==> src/rtl/arm7tdmi_pkg.sv <==
// arm7tdmi_pkg: shared types for the arm7tdmi memory-side blocks.
// Holds arbiter state/owner enums and fetch access constants.
package arm7tdmi_pkg;

  typedef enum logic [1:0] {
    ARB_IDLE,
    ARB_BUSY_I,
    ARB_BUSY_D,
    ARB_RESP
  } arb_state_t;

  typedef enum logic {
    OWN_FETCH,
    OWN_DATA
  } arb_owner_t;

  localparam logic [3:0]  FETCH_BE    = 4'hF;
  localparam logic [31:0] FETCH_WDATA = 32'h0;

  function automatic arb_owner_t busy_owner(input arb_state_t s);
    return (s == ARB_BUSY_D) ? OWN_DATA : OWN_FETCH;
  endfunction

endpackage

==> src/rtl/arm7tdmi_arb_starve_ctr.sv <==
// arm7tdmi_arb_starve_ctr: saturating up-counter with clear.
// Used for fetch starvation tracking and the BUSY wait timer.
module arm7tdmi_arb_starve_ctr #(
  parameter int           W   = 4,
  parameter logic [W-1:0] MAX = W'(4)
) (
  input  logic clk,
  input  logic rst_n,
  input  logic i_inc,
  input  logic i_clr,
  output logic o_at_max
);

  logic [W-1:0] r_cnt;

  always_ff @(posedge clk or negedge rst_n) begin
    if (!rst_n) begin
      r_cnt <= '0;
    end else if (i_clr) begin
      r_cnt <= '0;
    end else if (i_inc && (r_cnt != MAX)) begin
      r_cnt <= r_cnt + W'(1);
    end
  end

  assign o_at_max = (r_cnt == MAX);

endmodule

==> src/rtl/arm7tdmi_mem_arbiter.sv <==
// arm7tdmi_mem_arbiter: shares the core memory port between fetch and data.
// Build option MEM_ARB_TIMEOUT_EN aborts stalled accesses with bus_err.
import arm7tdmi_pkg::*;

module arm7tdmi_mem_arbiter #(
  parameter int MAX_STARVE = 4,
  parameter int TIMEOUT    = 64
) (
  input  logic        clk,
  input  logic        rst_n,
  input  logic        if_req,
  input  logic [31:0] if_addr,
  output logic [31:0] if_rdata,
  output logic        if_ack,
  input  logic        d_req,
  input  logic        d_we,
  input  logic [3:0]  d_be,
  input  logic [31:0] d_addr,
  input  logic [31:0] d_wdata,
  output logic [31:0] d_rdata,
  output logic        d_ack,
  output logic        bus_err,
  output logic [31:0] mem_addr,
  output logic [31:0] mem_wdata,
  input  logic [31:0] mem_rdata,
  output logic        mem_we,
  output logic        mem_re,
  output logic [3:0]  mem_be,
  input  logic        mem_ready
);

  arb_state_t  r_state;
  arb_state_t  w_state_n;
  logic [31:0] r_mem_addr;
  logic [31:0] w_mem_addr_n;
  logic [31:0] r_mem_wdata;
  logic [31:0] w_mem_wdata_n;
  logic [3:0]  r_mem_be;
  logic [3:0]  w_mem_be_n;
  logic        r_mem_we;
  logic        w_mem_we_n;
  logic        r_mem_re;
  logic        w_mem_re_n;
  logic [31:0] r_if_rdata;
  logic [31:0] w_if_rdata_n;
  logic [31:0] r_d_rdata;
  logic [31:0] w_d_rdata_n;
  logic        r_if_ack;
  logic        w_if_ack_n;
  logic        r_d_ack;
  logic        w_d_ack_n;
  logic        r_bus_err;
  logic        w_bus_err_n;

  logic        w_st_inc;
  logic        w_st_clr;
  logic        w_st_max;
  logic        w_d_win;
  logic        w_timeout;
  arb_owner_t  w_owner;

  arm7tdmi_arb_starve_ctr #(
    .W   (4),
    .MAX (4'(MAX_STARVE))
  ) u_starve_ctr (
    .clk      (clk),
    .rst_n    (rst_n),
    .i_inc    (w_st_inc),
    .i_clr    (w_st_clr),
    .o_at_max (w_st_max)
  );

`ifdef MEM_ARB_TIMEOUT_EN
  localparam int TW = $clog2(TIMEOUT) + 1;

  logic w_busy;
  logic w_wait_max;

  assign w_busy = (r_state == ARB_BUSY_I) ||
                  (r_state == ARB_BUSY_D);

  // Held clear outside BUSY so every access starts at zero.
  arm7tdmi_arb_starve_ctr #(
    .W   (TW),
    .MAX (TW'(TIMEOUT - 1))
  ) u_wait_ctr (
    .clk      (clk),
    .rst_n    (rst_n),
    .i_inc    (w_busy && !mem_ready),
    .i_clr    (!w_busy),
    .o_at_max (w_wait_max)
  );

  assign w_timeout = w_busy && w_wait_max && !mem_ready;
`else
  assign w_timeout = 1'b0;
`endif

  assign w_d_win = d_req && !(if_req && w_st_max);
  assign w_owner = busy_owner(r_state);

  always_comb begin
    w_state_n     = r_state;
    w_mem_addr_n  = r_mem_addr;
    w_mem_wdata_n = r_mem_wdata;
    w_mem_be_n    = r_mem_be;
    w_mem_we_n    = r_mem_we;
    w_mem_re_n    = r_mem_re;
    w_if_rdata_n  = '0;
    w_d_rdata_n   = '0;
    w_if_ack_n    = 1'b0;
    w_d_ack_n     = 1'b0;
    w_bus_err_n   = 1'b0;
    w_st_inc      = 1'b0;
    w_st_clr      = 1'b0;
    unique case (r_state)
      ARB_IDLE: begin
        if (w_d_win) begin
          w_state_n     = ARB_BUSY_D;
          w_mem_addr_n  = d_addr;
          w_mem_wdata_n = d_wdata;
          w_mem_be_n    = d_be;
          w_mem_we_n    = d_we;
          w_mem_re_n    = !d_we;
          w_st_inc      = if_req;
        end else if (if_req) begin
          w_state_n     = ARB_BUSY_I;
          w_mem_addr_n  = if_addr;
          w_mem_wdata_n = FETCH_WDATA;
          w_mem_be_n    = FETCH_BE;
          w_mem_we_n    = 1'b0;
          w_mem_re_n    = 1'b1;
          w_st_clr      = 1'b1;
        end
      end
      ARB_BUSY_I,
      ARB_BUSY_D: begin
        // A same-cycle mem_ready beats the timeout abort.
        if (mem_ready || w_timeout) begin
          w_state_n   = ARB_RESP;
          w_mem_we_n  = 1'b0;
          w_mem_re_n  = 1'b0;
          w_bus_err_n = !mem_ready;
          if (w_owner == OWN_DATA) begin
            w_d_ack_n = 1'b1;
            if (mem_ready && !r_mem_we) begin
              w_d_rdata_n = mem_rdata;
            end
          end else begin
            w_if_ack_n = 1'b1;
            if (mem_ready) begin
              w_if_rdata_n = mem_rdata;
            end
          end
        end
      end
      ARB_RESP: begin
        w_state_n = ARB_IDLE;
      end
    endcase
  end

  always_ff @(posedge clk or negedge rst_n) begin
    if (!rst_n) begin
      r_state     <= ARB_IDLE;
      r_mem_addr  <= '0;
      r_mem_wdata <= '0;
      r_mem_be    <= '0;
      r_mem_we    <= 1'b0;
      r_mem_re    <= 1'b0;
      r_if_rdata  <= '0;
      r_d_rdata   <= '0;
      r_if_ack    <= 1'b0;
      r_d_ack     <= 1'b0;
      r_bus_err   <= 1'b0;
    end else begin
      r_state     <= w_state_n;
      r_mem_addr  <= w_mem_addr_n;
      r_mem_wdata <= w_mem_wdata_n;
      r_mem_be    <= w_mem_be_n;
      r_mem_we    <= w_mem_we_n;
      r_mem_re    <= w_mem_re_n;
      r_if_rdata  <= w_if_rdata_n;
      r_d_rdata   <= w_d_rdata_n;
      r_if_ack    <= w_if_ack_n;
      r_d_ack     <= w_d_ack_n;
      r_bus_err   <= w_bus_err_n;
    end
  end

  assign mem_addr  = r_mem_addr;
  assign mem_wdata = r_mem_wdata;
  assign mem_be    = r_mem_be;
  assign mem_we    = r_mem_we;
  assign mem_re    = r_mem_re;
  assign if_rdata  = r_if_rdata;
  assign d_rdata   = r_d_rdata;
  assign if_ack    = r_if_ack;
  assign d_ack     = r_d_ack;
  assign bus_err   = r_bus_err;

endmodule
==> config.mk <==
export PLATFORM = sky130hd
export DESIGN_NAME = arm7tdmi_mem_arbiter
export DESIGN_NICKNAME = d
export VERILOG_FILES = /design/src/rtl/arm7tdmi_pkg.sv /design/src/rtl/arm7tdmi_arb_starve_ctr.sv /design/src/rtl/arm7tdmi_mem_arbiter.sv
export SDC_FILE = /design/constraint.sdc
export NUM_CORES = 1
export LEC_CHECK = 0
export CORE_MARGIN = 2
export CORE_UTILIZATION = 36
export CTS_CLUSTER_SIZE = 14
export DETAILED_ROUTE_END_ITERATION = 10
export PLACE_DENSITY = 0.76
export SLEW_MARGIN = 20
export SYNTH_ARGS = -nofsm -noshare
export SYNTH_HDL_FRONTEND = slang
export SYNTH_HIERARCHICAL = 1
export SYNTH_SLANG_ARGS = --single-unit
==> constraint.sdc <==
create_clock -name clk -period 2 [get_ports clk]
set_input_delay 0.4 -clock clk [delete_from_list [all_inputs] [get_ports clk]]
set_output_delay 0.4 -clock clk [all_outputs]
set_load 0.01 [all_outputs]
* After elaboration in Yosys (flattened, before gate mapping) *
Index checks and enable logic that the tools add are counted.

cells by class
  add/subtract/negate cells = 1
  eq/ne operators = 7
  multiplexer cells = 40
  reductions and logical operators = 16

operators with widths
  operator             number
  $mux 32              11
  $mux 1               19
  $mux 4               4
  $mux 2               3
  $pmux 2 s3           1
  $reduce_bool 2->1    3
  $add 4x1->4 const B  1
  $eq 2x2->1 const B   2
  $eq 4x3->1 const B   1
  $logic_and 1x1->1    4
  $logic_not 1->1      4
  $ne 4x3->1 const B   1
  $pmux 1 s2           2
  $reduce_and 2->1     2
  $ne 3x3->1 const B   1
  $reduce_and 3->1     1
  $eq 2x1->1 const B   1
  $logic_not 2->1      1
  $ne 2x2->1 const B   1
  $reduce_or 2->1      1

word-level totals
  register bits = 143
  input port bits = 138
  output and inout port bits = 137
  word-level logic and storage cells = 76

* Logic depth before layout (Yosys ltp) *
Gate-level depths: netlist of run 1.

  word-level depth = 9
  mapped depth = 10
  depth with buffers taken out = 9

* Modules after synthesis *
Netlist of run 1, hierarchy kept.

modules (own cells, without submodules)
  module                   instances  cells an instance  area an instance (um^2)  sequential area each (um^2)
  arm7tdmi_mem_arbiter     1          432                5196.2                   3453.3
  arm7tdmi_arb_starve_ctr  1          24                 234.0                    100.1

* Worst setup path before layout of run 1 *
No wires, ideal clock.

  kind = reg2reg
  from = reg u_starve_ctr.r_cnt[0]
  to = reg u_starve_ctr.r_cnt[3]
  setup time = 77 ps
  arrival = 1997 ps
  required time = 1923 ps
  path slack = -75 ps
  cell stages (with the launch flop) = 11
  buffers on the path = 1
  clock period less this slack = 2075 ps
  path through = dfrtp_1 inv_1 ha_1 nand3b_4 inv_2 a21boi_4 buf_4 and3_1 nand4_1 or3_1 a21oi_1

on the way
  longest elaborated chain between the ends = 8
  elaborated cells between the ends (all ways) = 14
  classes of those cells = add/sub: 1; eq/ne: 2; mux: 6; reduce/logical: 5

RTL lines
  item                                RTL line                       source
  from (decl)                         arm7tdmi_arb_starve_ctr.sv:14  logic [W-1:0] r_cnt;
  from (signal assigned)              arm7tdmi_arb_starve_ctr.sv:22  r_cnt <= r_cnt + W'(1);
  $eq 4x3->1                          arm7tdmi_arb_starve_ctr.sv:26  assign o_at_max = (r_cnt == MAX);
  named net w_st_max                  arm7tdmi_mem_arbiter.sv:57     logic w_st_max;
  $logic_and 1x1->1                   arm7tdmi_mem_arbiter.sv:99     assign w_d_win = d_req && !(if_req && w_st_max);
  $logic_not 1->1                     arm7tdmi_mem_arbiter.sv:99
  $logic_and 1x1->1                   arm7tdmi_mem_arbiter.sv:99
  $mux 1                              arm7tdmi_mem_arbiter.sv:118    if (w_d_win) begin
  $mux 1                              arm7tdmi_mem_arbiter.sv:116    unique case (r_state)
  named net w_st_inc                  arm7tdmi_mem_arbiter.sv:55     logic w_st_inc;
  $logic_and 1x1->1                   arm7tdmi_arb_starve_ctr.sv:21  end else if (i_inc && (r_cnt != MAX)) begin
  $reduce_bool 2->1 (no source line)  -

The timed path passes the listed nets, and every way through them passes these cells. The select of a mux whose other input is x is not followed.
A chain may end at the register's enable or synchronous reset.

* Worst setup path after layout of run 1 *
  from = reg u_starve_ctr.r_cnt[0]
  to = reg r_mem_wdata[2] (netlist: mem_wdata[2])

on the way
  longest elaborated chain between the ends = 6
  elaborated cells between the ends (all ways) = 7
  classes of those cells = eq/ne: 1; mux: 1; reduce/logical: 5

RTL lines
  item                                RTL line                       source
  $eq 4x3->1 (*)                      arm7tdmi_arb_starve_ctr.sv:26
  named net w_st_max                  arm7tdmi_mem_arbiter.sv:57
  $logic_and 1x1->1 (*)               arm7tdmi_mem_arbiter.sv:99
  $logic_not 1->1 (*)                 arm7tdmi_mem_arbiter.sv:99
  $logic_and 1x1->1 (*)               arm7tdmi_mem_arbiter.sv:99
  $reduce_bool 2->1 (no source line)  -
  $reduce_and 2->1 (no source line)   -
  to (signal assigned)                arm7tdmi_mem_arbiter.sv:179    r_mem_wdata <= w_mem_wdata_n;
  to (decl)                           arm7tdmi_mem_arbiter.sv:36     logic [31:0] r_mem_wdata;

Mark *: on every way through the listed nets, which the timed path passes. The rest lies on a longest branch.

==> results of run 1 <==
kinds of logic (layout without fill, tap and decap cells):
kind of cell / Yosys count / count (layout)
DFF: 142 / 142
muxes: 3 / 3
buffers and inverters: 39 / 332
adders and majority gates: 6 / 6
AOI/OAI and AO/OA: 116 / 116
other: 1 / 2
and+or+nand+nor: 149 / 149
cell usage in the layout, fill, tap and decap left out, drive strengths merged:
master	synthesis	layout
o32a	1	1
o22a	4	4
mux2i	2	2
or3	1	1
nor2b	1	1
o21ai	1	1
dlygate4sd3	0	1
inv	10	13
and3	3	3
a21boi	1	1
conb	1	1
a21oi	69	69
clkdlybuf4s50	0	272
nor3	1	1
a31oi	1	1
o22ai	1	1
dfrtp	142	142
o32ai	1	1
or2b	1	1
clkinvlp	0	2
nand3b	1	1
nor2	37	37
clkinv	0	3
a21o	2	2
diode	0	1
clkbuf	11	22
bufinv	0	2
mux2	1	1
nand4	1	1
a22o	32	32
o21a	1	1
buf	18	17
nand2	35	35
and2	65	65
ha	6	6
a221oi	1	1
nand3	3	3
a21bo	1	1
final cells by class:
cell class,count,area [um^2]
Timing Repair Buffer,290,2960
Clock inverter,10,128
Clock buffer,22,474
Sequential cell,142,3550
Antenna cell,1,2.50
Multi-Input combinational cell,275,1670
Fill cell,1102,5590
Tap cell,184,230
Inverter,10,37.5
flip-flops by register name, indices dropped and copies added (netlist names):
register	count
d_ack	1
d_rdata	32
if_ack	1
if_rdata	32
mem_addr	32
mem_be	4
mem_re	1
mem_wdata	32
mem_we	1
r_state	2
u_starve_ctr/r_cnt	4
through the flow:
| stage | hold slack (ns) | setup WS [ns] | utilization [%] | total power, mW |
|---|---|---|---|---|
| after global routing | 0.444 | 0.0218 | 61.8 | 13.3 |
| after global placement | 0.293 | 0.0530 | 57.6 | 9.27 |
| after CTS | 0.425 | 0.135 | 61.8 | 12.7 |
| after detailed placement | 0.300 | -0.0287 | 57.6 | 9.46 |
| after floorplan | 0.104 | 0.0213 | - | 6.57 |
| final | 0.423 | 0.149 | 61.8 | 12.5 |
path summary, 6_finish.rpt:
path                                     end  depth (start not counted)
worst max-delay path            mem_wdata[2]                          7
worst min-delay path              d_rdata[0]                          2
worst max register to register  mem_wdata[2]                          7
worst min register to register    r_state[0]                          1
max in group asynchronous       mem_addr[21]                          3
min in group clk                  r_state[0]                          1
layer usage:
layer / routed length (um) / track usage (%)
met1: 6090 / 21.9
met5: 0 / 0
met4: 391 / 8.60
met3: 2020 / 11.4
met2: 7550 / 32.4
report_power, final:
group | internal (mW) | switching [mW]
combinational | 2.78 | 2.26
clock | 1.95 | 1.19
sequential | 3.84 | 0.490
total | 8.57 | 3.94
==> flow_metrics.env, run 1 <==
export IMPL_outcome="completed"
export IMPL_max_vdd_ir_drop_mv=0.681
export IMPL_reg2reg_launch_point="u_starve_ctr/r_cnt[0]"
export IMPL_critical_path_source="u_starve_ctr/r_cnt[0]"
export IMPL_final_design_instance_area_without_fill_um2=9060
export IMPL_report_final_slew_viol_count=0
export IMPL_setup_reg_to_reg_worst_slack_ns=0.15
export IMPL_worst_ep_required_time_ns=2.34
export IMPL_areaGrowthSynthToFinish_pct=66.8
export IMPL_syn_mean_instance_area_um2=11.9
export IMPL_critical_path_slowest_cell="sky130_fd_sc_hd__nor2_8"
export IMPL_clock_skew_final_ns=0.0150
export IMPL_post_cts_resized_instances=0
export IMPL_synth_ff_latch_count=142
export IMPL_ys_seq_area_share_pct=65.4
export IMPL_cts_buffers=17
export IMPL_drt_first_pass_iters=4
export IMPL_placeableCoreArea_um2=14600
export IMPL_drive_above_1_share_pct=7.61
export IMPL_grt_pass1_vias=4931
export IMPL_grt_start_max_net_pins=64
export IMPL_ctsHtreeMaxLevel=4
export IMPL_hold_violations=0
export IMPL_grt_use_total_pct=20.2
export IMPL_synth_edf_count=0
export IMPL_worst_skew_pair_late_latency_ns=0.41
export IMPL_route_detailed_vias_per_inst=4.87
export IMPL_chip_width_um=127
export IMPL_antenna_found_initial=1
export IMPL_power_per_cell_area_nw_per_um2=1380
export IMPL_slowest_delay_ns=0.40
export IMPL_grt_setup_unrepaired="no"
export IMPL_post_cts_setup_buffers=0
export IMPL_first_pass_grt_wire_length_mm=25.2
export IMPL_synthCells=456
export IMPL_yosysMostFrequentCell="sky130_fd_sc_hd__dfrtp_1"
export IMPL_die_area_um2=16100
export IMPL_cts_hold_repair_buffers=1
export IMPL_synth_warning_count=6
export IMPL_period_utilization_pct=92.6
export IMPL_finalCriticalPeriod_ns=1.85
export IMPL_maxCapViolations=0
export IMPL_hp_class="in2async"
export IMPL_synth_cell_area_um2=5430
export IMPL_timing_critical_path_cells="inv_1, ha_2, nand3b_4, inv_2, a21bo_1, nor2_8, a22o_1"
export IMPL_final_setup_tns_ns=0
export IMPL_setup_viol=0
export IMPL_post_dp_cell_area_um2=8440
export IMPL_combinational_family_with_the_most_area_after_synthesis="simple AND/OR/NAND/NOR gates"
export IMPL_first_iter_violations=167
export IMPL_synth_main_ff_cell="sky130_fd_sc_hd__dfrtp_1"
export IMPL_post_synth_top_area_fraction_pct=65.4
export IMPL_max_clock_path_buffers=2
export IMPL_initial_core_util_pct=37.1
export IMPL_fp_dieH_um=127
export IMPL_number_of_drc_violations_after_detailed_routing=0
export IMPL_critical_path_max_fanout=32
export IMPL_ys_top_cells_by_area="sky130_fd_sc_hd__dfrtp_1 (65%), sky130_fd_sc_hd__and2_1 (7.5%), sky130_fd_sc_hd__a21oi_1 (6.4%)"
export IMPL_total_leakage_power_nw=4.06
export IMPL_critPathBufInv=2
export IMPL_fmax_ghz=0.540
export IMPL_io_buffers=273
export IMPL_post_place_cells=900
export IMPL_async_set_reset_flop_share_out_of_synthesis_pct=100
export IMPL_arithmetic_cell_share_of_the_synthesized_area_counting_full_adders_half_adders_and_majority_gates_pct=1.38
export IMPL_finish_cell_count_without_fillers=934
export IMPL_post_synth_top_area_cell="sky130_fd_sc_hd__dfrtp_1"
export IMPL_final_net_count=880
export IMPL_synthesis_nets=600
export IMPL_detailed_place_hpwl_mm=11.6
export IMPL_site_row_count=44
export IMPL_cts_root_buffer="sky130_fd_sc_hd__clkbuf_16"
export IMPL_detail_route_antenna_nets=0
export IMPL_synthXorXnorAreaFrac_pct=0
export IMPL_endpoint_kind="flop"
export IMPL_complex_gate_fraction_of_the_synthesized_area_pct=14.2
export IMPL_yosys_cell_types_count=37
export IMPL_clkSlewWorstSetupHoldPaths_ns=0.06
export IMPL_synth_simple_gate_area_share_pct=14.3
export IMPL_io_pins=275
export IMPL_tritoncts_clock_tree="yes"
export IMPL_setup_worst_path_class="reg2reg"
export IMPL_synthTopCellsByCount="sky130_fd_sc_hd__dfrtp_1 (142), sky130_fd_sc_hd__a21oi_1 (69), sky130_fd_sc_hd__and2_1 (65), sky130_fd_sc_hd__nor2_1 (36), sky130_fd_sc_hd__nand2_1 (35)"
export IMPL_cpLargestDelayFamily="compound AO/OA/AOI/OAI gates"
export IMPL_routed_len_inst_um=17.2
export IMPL_gp_congestion=0.815
export IMPL_drt_total_wl_mm=16.1
export IMPL_timing_critical_path_arrival_ns=2.19
export IMPL_cts_num_sinks=142
export IMPL_multiplexer_area_fraction_after_synthesis_pct=0.576
export IMPL_num_vias=4544
export IMPL_worst_setup_path_start_kind="flop"
export IMPL_overflow=0
(Power assumes the default switching activity.)
==> run 2: changes to the inputs <==
--- a/config.mk
+++ b/config.mk
@@ -5,12 +5,11 @@
 export SDC_FILE = /design/constraint.sdc
 export NUM_CORES = 1
 export LEC_CHECK = 0
-export CORE_MARGIN = 2
 export CORE_UTILIZATION = 36
 export CTS_CLUSTER_SIZE = 14
 export DETAILED_ROUTE_END_ITERATION = 10
 export PLACE_DENSITY = 0.76
-export SLEW_MARGIN = 20
+export SLEW_MARGIN = 0
 export SYNTH_ARGS = -nofsm -noshare
 export SYNTH_HDL_FRONTEND = slang
 export SYNTH_HIERARCHICAL = 1
==> run 2 against run 1 <==
The run now ends with DRC left. Fmax is 1.4% lower. Hold slack better by 0.050 ns. Clock skew fell by 0.0065 ns. Global-route usage grew 0.15 points. Clock power decreased by 6.3%. Critical path type unchanged.
==> flow_metrics.env, run 2 (same netlist as run 1, synthesis figures left out) <==
export IMPL_outcome="complete, but fails checks"
export IMPL_failed_checks="DRC"
export IMPL_worst_skew_pair_late_latency_ns=0.41
export IMPL_max_vdd_ir_drop_mv=0.755
export IMPL_num_vias=4503
export IMPL_num_antenna_cells=0
export IMPL_drt_first_pass_iters=8
export IMPL_hold_violations=0
export IMPL_layout_common_cells="sky130_fd_sc_hd__clkdlybuf4s50_1 (272), sky130_fd_sc_hd__dfrtp_1 (142), sky130_fd_sc_hd__a21oi_1 (68), sky130_fd_sc_hd__and2_1 (65), sky130_fd_sc_hd__nor2_1 (36)"
export IMPL_finish_cell_count_without_fillers=932
export IMPL_clock_skew_final_ns=0.00850
export IMPL_grt_start_max_net_pins=53
export IMPL_maxCapViolations=0
export IMPL_io_buffers=273
export IMPL_timing_critical_path_arrival_ns=2.22
export IMPL_die_area_um2=15600
export IMPL_number_of_drc_violations_after_detailed_routing=46
export IMPL_final_net_count=879
export IMPL_ctsHtreeMaxLevel=4
export IMPL_detail_route_antenna_nets=0
export IMPL_setup_worst_path_class="reg2reg"
export IMPL_cts_buffers=17
export IMPL_initial_core_util_pct=37.1
export IMPL_period_utilization_pct=93.9
export IMPL_post_dp_cell_area_um2=8400
export IMPL_chip_width_um=125
export IMPL_post_place_cells=898
export IMPL_total_leakage_power_nw=4.03
export IMPL_setup_viol=0
export IMPL_first_pass_grt_wire_length_mm=24.6
export IMPL_drt_total_wl_mm=15.3
export IMPL_endpoint_kind="flop"
export IMPL_finalCriticalPeriod_ns=1.88
export IMPL_final_setup_tns_ns=0
export IMPL_io_pins=275
export IMPL_fmax_ghz=0.532
export IMPL_report_final_slew_viol_count=0
export IMPL_areaGrowthSynthToFinish_pct=65.7
export IMPL_max_clock_path_buffers=2
export IMPL_worst_ep_required_time_ns=2.34
export IMPL_tritoncts_clock_tree="yes"
export IMPL_grt_pass1_vias=4879
export IMPL_grt_setup_unrepaired="no"
export IMPL_route_detailed_vias_per_inst=4.83
export IMPL_gp_congestion=0.802
export IMPL_hp_class="in2async"
export IMPL_detailed_place_hpwl_mm=10.7
export IMPL_finalCoreUtilization_pct=61.4
export IMPL_power_per_cell_area_nw_per_um2=1360
export IMPL_antenna_found_initial=0
export IMPL_worst_setup_path_start_kind="flop"
export IMPL_clkSlewWorstSetupHoldPaths_ns=0.06
export IMPL_site_row_count=44
export IMPL_drive_above_1_share_pct=7.89
export IMPL_overflow=0
export IMPL_most_common_library_cell_in_the_layout_ignoring_fill_and_taps="sky130_fd_sc_hd__clkdlybuf4s50_1"
export IMPL_routed_len_inst_um=16.4
export IMPL_grt_use_total_pct=20.3
export IMPL_final_design_instance_area_without_fill_um2=9000
export IMPL_fp_dieH_um=125
export IMPL_placeableCoreArea_um2=14600
export IMPL_first_iter_violations=204
export IMPL_cts_root_buffer="sky130_fd_sc_hd__clkbuf_16"
export IMPL_critical_path_max_fanout=5
export IMPL_cts_num_sinks=142
run 2: final timing paths:
kind / from / end / slack, ns / cells after the start
setup / recovery: u_starve_ctr/r_cnt[0] / u_starve_ctr/r_cnt[3] / 0.12 / 9
hold / removal: rst_n / d_rdata[2] / 0.47 / 2
setup reg to reg: u_starve_ctr/r_cnt[0] / u_starve_ctr/r_cnt[3] / 0.12 / 9
hold reg to reg: mem_be[1] / mem_be[1] / 0.49 / 1
max in group asynchronous: rst_n / d_rdata[22] / 0.92 / 3
min in group clk: mem_be[1] / mem_be[1] / 0.49 / 1
run 2: per-stage QoR:
step	total power, mW	worst slack [ns]	hold WS [ns]
finish	12.3	0.121	0.474
global route	13.0	0.00684	0.486
CTS	12.4	0.0530	0.458
detailed placement	9.36	-0.0522	0.338
global placement	9.18	-0.0350	0.334
floorplan	6.57	0.0213	0.104
run 2: layout make-up:
class,count,area [um^2]
flip-flops and latches,142,3550
fillers,1133,5650
repair buffers,289,2940
clock buffers,20,447
multi-input cells,275,1680
well taps,184,230
clock inverters,12,111
inverters,10,40.0
run 2: report_power, final:
| part | switching [mW] | total (mW) | leakage [nW] | internal (mW) |
|---|---|---|---|---|
| sequential | 0.485 | 4.32 | 1.82 | 3.84 |
| clock | 1.21 | 2.95 | 0.267 | 1.75 |
| combinational | 2.23 | 5.00 | 1.94 | 2.76 |
| total | 3.92 | 12.3 | 4.03 | 8.35 |
run 2: what timing repair did:
item / in CTS / in global routing
endpoints found under the setup margin: 0 / 32
setup buffers: 0 / 1
hold endpoints to repair: 39 / 0
resized for setup: 0 / 6
hold buffers: 1 / 0
run 2: per-layer routing:
layer	share of wire [%]	global-route usage, %	wire (um)	vias up
met5	0	0	0	-
met4	1.3	7.53	200	0
met3	12	9.54	1780	14
met2	48	34.4	7390	215
met1	39	22.1	5880	2182
li1	-	-	-	2092
run 2: critical path, cell delays in order (launching register included):
cell and delay [ns]:
sky130_fd_sc_hd__dfrtp_1 0.40, sky130_fd_sc_hd__inv_2 0.07, sky130_fd_sc_hd__ha_2 0.20, sky130_fd_sc_hd__nand3b_4 0.11
sky130_fd_sc_hd__inv_4 0.06, sky130_fd_sc_hd__a21boi_4 0.14, sky130_fd_sc_hd__and3_4 0.20, sky130_fd_sc_hd__nand4_1 0.11
sky130_fd_sc_hd__or3_4 0.40, sky130_fd_sc_hd__a21oi_2 0.13
==> run 3: changes to the inputs <==
--- a/config.mk
+++ b/config.mk
@@ -9,6 +9,7 @@
 export CTS_CLUSTER_SIZE = 14
 export DETAILED_ROUTE_END_ITERATION = 10
 export PLACE_DENSITY = 0.76
+export SKIP_LAST_GASP = 1
 export SLEW_MARGIN = 0
 export SYNTH_ARGS = -nofsm -noshare
 export SYNTH_HDL_FRONTEND = slang
==> results of run 3 <==
Final layout, timing and power as in run 2 (identical DEF).
